[src/rtl/hilo_pkg.sv]
// Shared types, op encodings and helpers for the HI/LO multiply/divide unit.
// Optional multiply-accumulate ops are enabled by defining HILO_MADD_EN.
package hilo_pkg;

    localparam int unsigned DATA_W   = 32;
    localparam int unsigned ITER_CNT = 32;

    typedef enum logic [2:0] {
        OP_MULT  = 3'b000,
        OP_MULTU = 3'b001,
        OP_DIV   = 3'b010,
        OP_DIVU  = 3'b011,
        OP_MADD  = 3'b100,
        OP_MADDU = 3'b101,
        OP_MTHI  = 3'b110,
        OP_MTLO  = 3'b111
    } op_e;

    typedef enum logic [1:0] {
        ST_IDLE = 2'd0,
        ST_CALC = 2'd1,
        ST_FIX  = 2'd2
    } state_e;

    function automatic logic is_div_op(input op_e op);
        return (op == OP_DIV) || (op == OP_DIVU);
    endfunction

    function automatic logic is_signed_op(input op_e op);
        return (op == OP_MULT) || (op == OP_DIV) || (op == OP_MADD);
    endfunction

    // Ops that run through the iterative datapath and raise busy
    function automatic logic is_arith_op(input op_e op);
`ifdef HILO_MADD_EN
        return (op != OP_MTHI) && (op != OP_MTLO);
`else
        return (op == OP_MULT) || (op == OP_MULTU) ||
               (op == OP_DIV)  || (op == OP_DIVU);
`endif
    endfunction

    function automatic logic [DATA_W-1:0] magnitude(input logic [DATA_W-1:0] v,
                                                    input logic neg);
        return neg ? DATA_W'(-v) : v;
    endfunction

endpackage

[src/rtl/hilo_if.sv]
// Request/result bundle between an issuing pipeline and the HI/LO unit.
interface hilo_if;
    import hilo_pkg::*;

    logic              start;
    logic [2:0]        op;
    logic [DATA_W-1:0] rs;
    logic [DATA_W-1:0] rt;
    logic              cancel;
    logic              busy;
    logic [DATA_W-1:0] hi;
    logic [DATA_W-1:0] lo;

    modport master (output start, op, rs, rt, cancel, input  busy, hi, lo);
    modport slave  (input  start, op, rs, rt, cancel, output busy, hi, lo);

endinterface

[src/rtl/hilo_iter_core.sv]
// One-bit-per-step datapath: unsigned shift-add multiply or restoring divide
// on magnitudes; acc/shift registers read out as raw {hi,lo}.
module hilo_iter_core
    import hilo_pkg::*;
#(
    parameter int unsigned W = DATA_W
)
(
    input  logic         clk,
    input  logic         rst_n,
    input  logic         i_load,
    input  logic         i_en,
    input  logic         i_is_div,
    input  logic [W-1:0] i_rs,
    input  logic [W-1:0] i_rt,
    output logic [W-1:0] o_hi,
    output logic [W-1:0] o_lo
);

    logic         r_is_div;
    logic [W-1:0] r_acc;
    logic [W-1:0] r_sh;
    logic [W-1:0] r_opnd;

    logic [W:0]   w_sum;
    logic [W:0]   w_shift;
    logic         w_ge;
    logic [W-1:0] w_sub;
    logic [W-1:0] w_acc_nx;
    logic [W-1:0] w_sh_nx;

    // Multiply: acc accumulates multiplicand, multiplier shifts out of sh.
    // Divide: sh shifts dividend bits into acc, quotient bits shift into sh.
    always_comb begin
        w_sum    = {1'b0, r_acc} + (r_sh[0] ? {1'b0, r_opnd} : {(W+1){1'b0}});
        w_shift  = {r_acc, r_sh[W-1]};
        w_ge     = (w_shift >= {1'b0, r_opnd});
        w_sub    = W'(w_shift - {1'b0, r_opnd});
        w_acc_nx = w_sum[W:1];
        w_sh_nx  = {w_sum[0], r_sh[W-1:1]};
        if (r_is_div) begin
            w_acc_nx = w_ge ? w_sub : w_shift[W-1:0];
            w_sh_nx  = {r_sh[W-2:0], w_ge};
        end
    end

    always_ff @(posedge clk or negedge rst_n) begin
        if (!rst_n) begin
            r_is_div <= 1'b0;
            r_acc    <= '0;
            r_sh     <= '0;
            r_opnd   <= '0;
        end else if (i_load) begin
            r_is_div <= i_is_div;
            r_acc    <= '0;
            r_sh     <= i_is_div ? i_rs : i_rt;
            r_opnd   <= i_is_div ? i_rt : i_rs;
        end else if (i_en) begin
            r_acc    <= w_acc_nx;
            r_sh     <= w_sh_nx;
        end
    end

    assign o_hi = r_acc;
    assign o_lo = r_sh;

endmodule

[src/rtl/hilo_unit.sv]
// HI/LO unit: FSM, operand capture, sign fixup and architectural HI/LO.
// Define HILO_MADD_EN to enable MADD/MADDU (accumulate into {hi,lo} in FIX).
module hilo_unit
    import hilo_pkg::*;
#(
    parameter int unsigned XLEN = 32
)
(
    input  logic  clk,
    input  logic  rst_n,
    hilo_if.slave bus
);

    localparam int unsigned W     = XLEN;
    localparam int unsigned P_W   = 2 * XLEN;
    localparam int unsigned CNT_W = $clog2(ITER_CNT);

    state_e           r_state;
    state_e           w_next;
    logic             r_busy;
    logic [CNT_W-1:0] r_cnt;
    op_e              r_op;
    logic             r_neg_a;
    logic             r_neg_b;
    logic [W-1:0]     r_hi;
    logic [W-1:0]     r_lo;

    op_e              w_op;
    logic             w_sgn;
    logic             w_load;
    logic             w_en;
    logic             w_fix_wr;
    logic             w_mv_hi;
    logic             w_mv_lo;
    logic [W-1:0]     w_core_hi;
    logic [W-1:0]     w_core_lo;
    logic [P_W-1:0]   w_prod;
    logic [W-1:0]     w_quo;
    logic [W-1:0]     w_rem;
    logic [P_W-1:0]   w_res;

    assign w_op  = op_e'(bus.op);
    assign w_sgn = is_signed_op(w_op);

    hilo_iter_core #(.W(W)) u_core (
        .clk      (clk),
        .rst_n    (rst_n),
        .i_load   (w_load),
        .i_en     (w_en),
        .i_is_div (is_div_op(w_op)),
        .i_rs     (magnitude(bus.rs, w_sgn & bus.rs[W-1])),
        .i_rt     (magnitude(bus.rt, w_sgn & bus.rt[W-1])),
        .o_hi     (w_core_hi),
        .o_lo     (w_core_lo)
    );

    // Next-state and control; cancel wins over both a new start and the FIX write
    always_comb begin
        w_next   = r_state;
        w_load   = 1'b0;
        w_en     = 1'b0;
        w_fix_wr = 1'b0;
        w_mv_hi  = 1'b0;
        w_mv_lo  = 1'b0;
        unique case (r_state)
            ST_IDLE: begin
                if (bus.start && !bus.cancel) begin
                    if (is_arith_op(w_op)) begin
                        w_load = 1'b1;
                        w_next = ST_CALC;
                    end else begin
                        w_mv_hi = (w_op == OP_MTHI);
                        w_mv_lo = (w_op == OP_MTLO);
                    end
                end
            end
            ST_CALC: begin
                if (bus.cancel) begin
                    w_next = ST_IDLE;
                end else begin
                    w_en = 1'b1;
                    if (r_cnt == CNT_W'(ITER_CNT - 1)) w_next = ST_FIX;
                end
            end
            ST_FIX: begin
                w_next   = ST_IDLE;
                w_fix_wr = !bus.cancel;
            end
            default: w_next = ST_IDLE;
        endcase
    end

    always_ff @(posedge clk or negedge rst_n) begin
        if (!rst_n) begin
            r_state <= ST_IDLE;
            r_busy  <= 1'b0;
        end else begin
            r_state <= w_next;
            r_busy  <= (w_next != ST_IDLE);
        end
    end

    always_ff @(posedge clk or negedge rst_n) begin
        if (!rst_n) begin
            r_cnt   <= '0;
            r_op    <= OP_MULT;
            r_neg_a <= 1'b0;
            r_neg_b <= 1'b0;
        end else if (w_load) begin
            r_cnt   <= '0;
            r_op    <= w_op;
            r_neg_a <= w_sgn & bus.rs[W-1];
            r_neg_b <= w_sgn & bus.rt[W-1];
        end else if (w_en) begin
            r_cnt   <= r_cnt + CNT_W'(1);
        end
    end

    // Sign fixup: product/quotient negated on differing signs, remainder follows dividend
    always_comb begin
        w_prod = {w_core_hi, w_core_lo};
        if (r_neg_a ^ r_neg_b) w_prod = -w_prod;
        w_quo  = (r_neg_a ^ r_neg_b) ? -w_core_lo : w_core_lo;
        w_rem  = r_neg_a ? -w_core_hi : w_core_hi;
        w_res  = w_prod;
        if (is_div_op(r_op)) begin
            w_res = {w_rem, w_quo};
        end
`ifdef HILO_MADD_EN
        else if ((r_op == OP_MADD) || (r_op == OP_MADDU)) begin
            w_res = {r_hi, r_lo} + w_prod;
        end
`endif
    end

    always_ff @(posedge clk or negedge rst_n) begin
        if (!rst_n) begin
            r_hi <= '0;
            r_lo <= '0;
        end else if (w_fix_wr) begin
            r_hi <= w_res[P_W-1:W];
            r_lo <= w_res[W-1:0];
        end else begin
            if (w_mv_hi) r_hi <= bus.rs;
            if (w_mv_lo) r_lo <= bus.rs;
        end
    end

    assign bus.busy = r_busy;
    assign bus.hi   = r_hi;
    assign bus.lo   = r_lo;

endmodule

[src/flat_wrapper.sv]
// flat-port wrapper written by rule: the top's interface ports become plain ports
module hilo_unit_flat import hilo_pkg::*;
#(
    parameter int unsigned XLEN = 32
)
  (clk, rst_n, bus_start, bus_op, bus_rs, bus_rt, bus_cancel, bus_busy, bus_hi, bus_lo);
  hilo_if bus_i ();
  input  logic clk;
  input  logic rst_n;
  input wire logic [$bits(bus_i.start)-1:0] bus_start;
  input wire logic [$bits(bus_i.op)-1:0] bus_op;
  input wire logic [$bits(bus_i.rs)-1:0] bus_rs;
  input wire logic [$bits(bus_i.rt)-1:0] bus_rt;
  input wire logic [$bits(bus_i.cancel)-1:0] bus_cancel;
  output wire logic [$bits(bus_i.busy)-1:0] bus_busy;
  output wire logic [$bits(bus_i.hi)-1:0] bus_hi;
  output wire logic [$bits(bus_i.lo)-1:0] bus_lo;
  assign bus_i.start = bus_start;
  assign bus_i.op = bus_op;
  assign bus_i.rs = bus_rs;
  assign bus_i.rt = bus_rt;
  assign bus_i.cancel = bus_cancel;
  assign bus_busy = bus_i.busy;
  assign bus_hi = bus_i.hi;
  assign bus_lo = bus_i.lo;
  hilo_unit #(.XLEN(XLEN)) u_core (.clk(clk), .rst_n(rst_n), .bus(bus_i));
endmodule
[config.mk]
export PLATFORM = sky130hd
export DESIGN_NAME = hilo_unit_flat
export DESIGN_NICKNAME = d
export VERILOG_FILES = /design/src/rtl/hilo_pkg.sv /design/src/rtl/hilo_if.sv /design/src/rtl/hilo_iter_core.sv /design/src/rtl/hilo_unit.sv /design/src/flat_wrapper.sv
export SDC_FILE = /design/constraint.sdc
export NUM_CORES = 1
export LEC_CHECK = 0
export CORE_UTILIZATION = 65
export CTS_BUF_LIST = sky130_fd_sc_hd__clkbuf_8
export DETAILED_ROUTE_END_ITERATION = 8
export PLACE_DENSITY_LB_ADDON = 0.2
export SYNTH_ARGS = -nofsm -noshare
export SYNTH_HDL_FRONTEND = slang
export SYNTH_SLANG_ARGS = --single-unit
[constraint.sdc]
create_clock -name clk -period 4.85 [get_ports clk]
set_input_delay 1.455 -clock clk [delete_from_list [all_inputs] [get_ports clk]]
set_output_delay 1.455 -clock clk [all_outputs]
set_load 0.005 [all_outputs]
# Yosys cells after proc, flatten, opt, wreduce, memory -nomap -nowiden
# Index checks and enable logic that the tools add are counted.
# totals
output_inout_bits	65
inputBits	71
wordCells	89
regBits	174
# classes
n_mux	39
n_eq_ne	11
order_cmp	1
n_reduce_logical	15
n_bitwise	3
n_addsub	8
# ops
cell	count
two-way mux 32 bit	18
two-way mux 64 bit	2
negation 32 bit	4
negation 64 bit	1
adder 32 x 32 -> 33 bit	1
>= comparator 33 x 32 -> 1 bit	1
subtractor 32 bit	1
== test 3 x 2 -> 1 bit, second input constant	4
two-way mux 1 bit	12
two-way mux 5 bit	2
== test 3 bit, second input constant	3
two-way mux 2 bit	4
nonzero test 2 bit	4
logical OR 1 bit	7
adder 5 x 1 -> 5 bit, second input constant	1
== test 5 bit, second input constant	1
one-hot mux 2 bit (2 select lines)	1
== test 3 x 1 -> 1 bit, second input constant	1
logical NOT 3 bit	1
bitwise AND 1 bit	2
== test 2 x 1 -> 1 bit, second input constant	1
== test 2 bit, second input constant	1
logical NOT 2 bit	1
logical AND 1 bit	1
2 further kinds	2

# Depth between registers and ports, before layout
# logic_depth
word_depth	9
ltp_mapped	14

# Cells and area by module
# Synthesis repeated with hierarchy kept, for this count alone.
# unflattened
hier_cells	2045
area_unflattened_um2	16453.3
# modules_own_cells
module	seq_area_each_um2	n_inst	area_each_um2	cells_each
hilo_iter_core	2427.3	1	9185.1	1128
hilo_unit	1901.8	1	7268.2	917

# Worst setup path before layout
# No wires, ideal clock.
# synth_path
path_type	input port to flip-flop
from	in bus_rt[10]
to	reg u_core.u_core.r_opnd[27]
path_buffers	0
arrival_time_ns	3.396
setup_ns	0.121
slack_ns	1.334
required_time_ns	4.729
cell_stages	8
cell_sequence	or3_1 > or4_1 > nor3_2 > nand2_1 > o41ai_2 > xor2_1 > a21oi_1 > a22o_1
# synth_via
elab_chain_len	3
# synth_lines
item	line	text
start: declaration	flat_wrapper.sv:13	input wire logic [$bits(bus_i.rt)-1:0] bus_rt;
negation 32 bit	hilo_pkg.sv:45	return neg ? DATA_W'(-v) : v;
two-way mux 32 bit	hilo_pkg.sv:45	
two-way mux 32 bit	hilo_iter_core.sv:57	r_opnd <= i_is_div ? i_rt : i_rs;
end signal: assignment	hilo_iter_core.sv:57	
end: declaration	hilo_iter_core.sv:23	logic [W-1:0] r_opnd;
# No other way between the ends.
# A chain may end at the register's enable or synchronous reset.

# Worst setup path after layout
# layout_path
from	in bus_rs[16]
to	reg u_core.u_core.r_opnd[27]
# layout_via
elab_chain_len	3
# layout_lines
item	line	text
start: declaration	flat_wrapper.sv:12	input wire logic [$bits(bus_i.rs)-1:0] bus_rs;
negation 32 bit	hilo_pkg.sv:45	
two-way mux 32 bit	hilo_pkg.sv:45	
two-way mux 32 bit	hilo_iter_core.sv:57	
# No other way between the ends.

==> flow_summary.yaml <==
die:
  start_util: 0.668
  die_w_um: 155
  fp-row-count: 55
  die_h_um: 155
  io_pins: 136
  core_um2: 22800
  fp.dieArea_um2: 24100
sta:
  timing.hold.ws_ns: 0.501
  slew_violations: 0
  slew_headroom: 0.0461
  finalSetupTns_ns: 0
  period_minus_slack_ns: 4.59
  finalCritPeriodShare: 0.946
  hold_violations: 0
  tightest_slew_ns: 1.42
  setup_viol: 0
  rsz0062_at_grt: "false"
  finalClockSkew_ns: 0.0323
  fmax_mhz: 218
status:
  violations: "DRC"
  status: "finished, violations left"
clock_network:
  clockBufferDepth: 2
  clock_latency_ns: 0.49
  postCtsResizedCells: 0
  cts_buffers: 17
  postCtsSetupRepairBufs: 0
  cts-htree-levels: 4
  root_buffer: "clkbuf_8"
  cts_num_sinks: 173
  cts_tree: "yes"
  path_clk_slew_ns: 0.11
  holdBufCountCts: 0
yosys:
  yosys_warnings: 0
  netlist_top_cells_count: "227 x nand2_1, 201 x o21ai_0, 190 x nor2_1, 173 x dfrtp_1, 159 x a21oi_1"
  synth-edff-count: 0
  avgSynthCellArea_um2: 7.80
  synth_top_area_cell: "dfrtp_1"
  syn_area_um2: 15300
  synth_fp_nets: 2100
  synth_most_common_cell: "nand2_1"
  synthFlopType: "dfrtp_1"
  ys_types: 83
  synth_top_area_frac: 0.284
  synthArstFlopShare: 1.00
  ys_ff_latch: 173
  synth_area_leaders: "dfrtp_1 28%, mux2i_1 6.9%, o21ai_0 6.6%"
  synth_seq_area_share: 0.284
  synthCells: 1957
worst_setup_path:
  critPathLaunchType: "input port"
  worstPathCellList: "clkdlybuf4s50_1 -> nor4_1 -> nand4_1 -> nor2_1 -> nand3b_1 -> o21ai_0 -> xor2_1 -> nand2_1 -> a22o_1"
  r2r-start: "u_core.u_core.o_lo[0]"
  r2r_setup_slack_ns: 0.84
  r2r_cells: 13
  crit_arrival_ns: 4.96
  reg2reg_to: "u_core.u_core.o_hi[29]"
  crit_fanout: 4
  cpPeakStageDelay_ns: 1.20
  end_kind: "flop"
  worstSetupPathType: "input port to flop"
  cp.required_ns: 5.22
  crit_slowest_cell: "nor4_1"
global_route:
  grt_overflow: 0
  grt_pass1_vias: 15461
  antenna_found_initial: 1
  grt_max_degree: 109
  track_usage: 0.487
  grt_pass1_wl_mm: 88.7
route:
  wl_mm: 58.5
  via_count: 16392
  drtIter0Drc: 2256
  drc: 3
  wire_per_inst_um: 24.7
  avgViaCountPerCell: 6.92
  drt_first_pass_iters: 9
  drtAntennaViolNets: 0
cells_and_area:
  multi_input_area_um2: 10200
  area_growth_pct: 14.1
  drive_gt1_frac: 0.0632
  final_cells: 2370
  fillers: 1667
  seqCellArea_um2: 4330
  diodes: 0
  fin_nets: 2187
placed_design:
  dp_hpwl_mm: 43.7
  globalplace.congestion: 1.04
  port_buffers: 135
  placed_cells: 2338
power:
  max-vdd-ir-drop_mv: 0.409
  p_per_area_nw_per_um2: 522
  p_leak_nw: 7.39
  p_total_w: 0.00909
worst_hold_path:
  hold_class: "flop to flop"
  hold_depth: 2
  holdPathEnd: "u_core.u_core.r_opnd[9]"
  min_from: "u_core.u_core.r_opnd[9]"
flow_run:
  maxCapViolCount: 0
==> worst max-delay path, delay by kind of cell <==
family                    cells  cell delay, ns
xor gates and xnor gates      1            0.34
buffers and inverters         1            0.52
AOI/OAI and AO/OA             2            0.50
and+or+nand+nor               5            2.15
==> cells by family (layout without fill, tap and decap cells) <==
group / count (synthesis) / in the layout / synth area share
simple gates: 641 / 641 / 0.197
compound gates: 611 / 611 / 0.246
buf+inv: 187 / 287 / 0.0474
flops: 173 / 173 / 0.284
xor+xnor: 167 / 167 / 0.0958
mux: 106 / 106 / 0.0696
fa+ha+maj: 72 / 72 / 0.0600
==> state kept, by name, indices dropped and copies added (netlist names) <==
name	count
u_core.r_op	2
u_core.r_cnt	5
u_core.bus.busy	1
u_core.u_core.r_is_div	1
u_core.u_core.o_hi	32
u_core.r_state	2
u_core.u_core.r_opnd	32
u_core.r_neg_a	1
u_core.r_neg_b	1
u_core.u_core.o_lo	32
u_core.bus.lo	32
u_core.bus.hi	32
==> placed cells by master, fill, tap and decap left out, types with 11 or more instances in the layout <==
master           instances
nand3_1                 37
a31oi_1                 16
clkbuf_8                17
a211oi_1                20
o21ai_1                 11
nand4_1                 15
xor2_1                  76
o31ai_1                 16
o21ai_0                201
nor2_1                 188
inv_1                   62
o211ai_1                58
o22ai_1                 13
nor2b_1                 16
a21oi_1                159
nor3_1                  32
nor4_1                  22
or3_1                   21
and2_1                  11
clkdlybuf4s50_1        134
xnor2_1                 91
nand2_1                226
ha_1                    70
buf_4                   56
nand2b_1                16
mux2i_1                105
a21o_1                  19
dfrtp_1                172
==> worst max path at each step <==
stage | start | endpoint | slack, ns
3_5_place_dp | bus_rs[16] | u_core.u_core.r_opnd[27] | 0.25
6_report | bus_rs[16] | u_core.u_core.r_opnd[27] | 0.26
4_1_cts | bus_rs[16] | u_core.u_core.r_opnd[27] | 0.65
5_1_grt | bus_rs[16] | u_core.u_core.r_opnd[27] | 0.49
2_1_floorplan | bus_rt[10] | u_core.u_core.r_opnd[27] | 1.33
3_3_place_gp | bus_rs[16] | u_core.u_core.r_opnd[27] | 0.42
==> metal layers <==
metal	part of all wire	wire length [um]	track usage
met5	0	0	0
met4	0.073	4290	0.319
met3	0.15	8720	0.166
met2	0.41	24100	0.707
met1	0.37	21400	0.616
==> report_power, final <==
part / internal [W] / switching, W / total (W) / leakage [nW]
Clock: 0.000435 / 0.000667 / 0.00110 / 0.199
Sequential: 0.00183 / 0.000694 / 0.00252 / 2.18
Combinational: 0.00222 / 0.00325 / 0.00546 / 5.02
Total: 0.00448 / 0.00461 / 0.00909 / 7.39
==> final cells by class <==
cell class              instances  share of cell area
flip-flops and latches        173               0.249
multi-input cells            1597               0.588
inverters                      62              0.0134
clock buffers                  17              0.0134
clock inverters                15              0.0102
repair buffers                193               0.104
well taps                     313              0.0225
==> metrics by stage <==
stage / setup WS, ns / instance area, um2 / util
global route: 0.489 / 17400 / 0.763
detailed placement: 0.254 / 17000 / 0.745
CTS: 0.647 / 17400 / 0.763
floorplan: 1.33 / 15300 / -
global placement: 0.420 / 17000 / 0.745
finish: 0.260 / 17400 / 0.763
(Power assumes the default switching activity.)
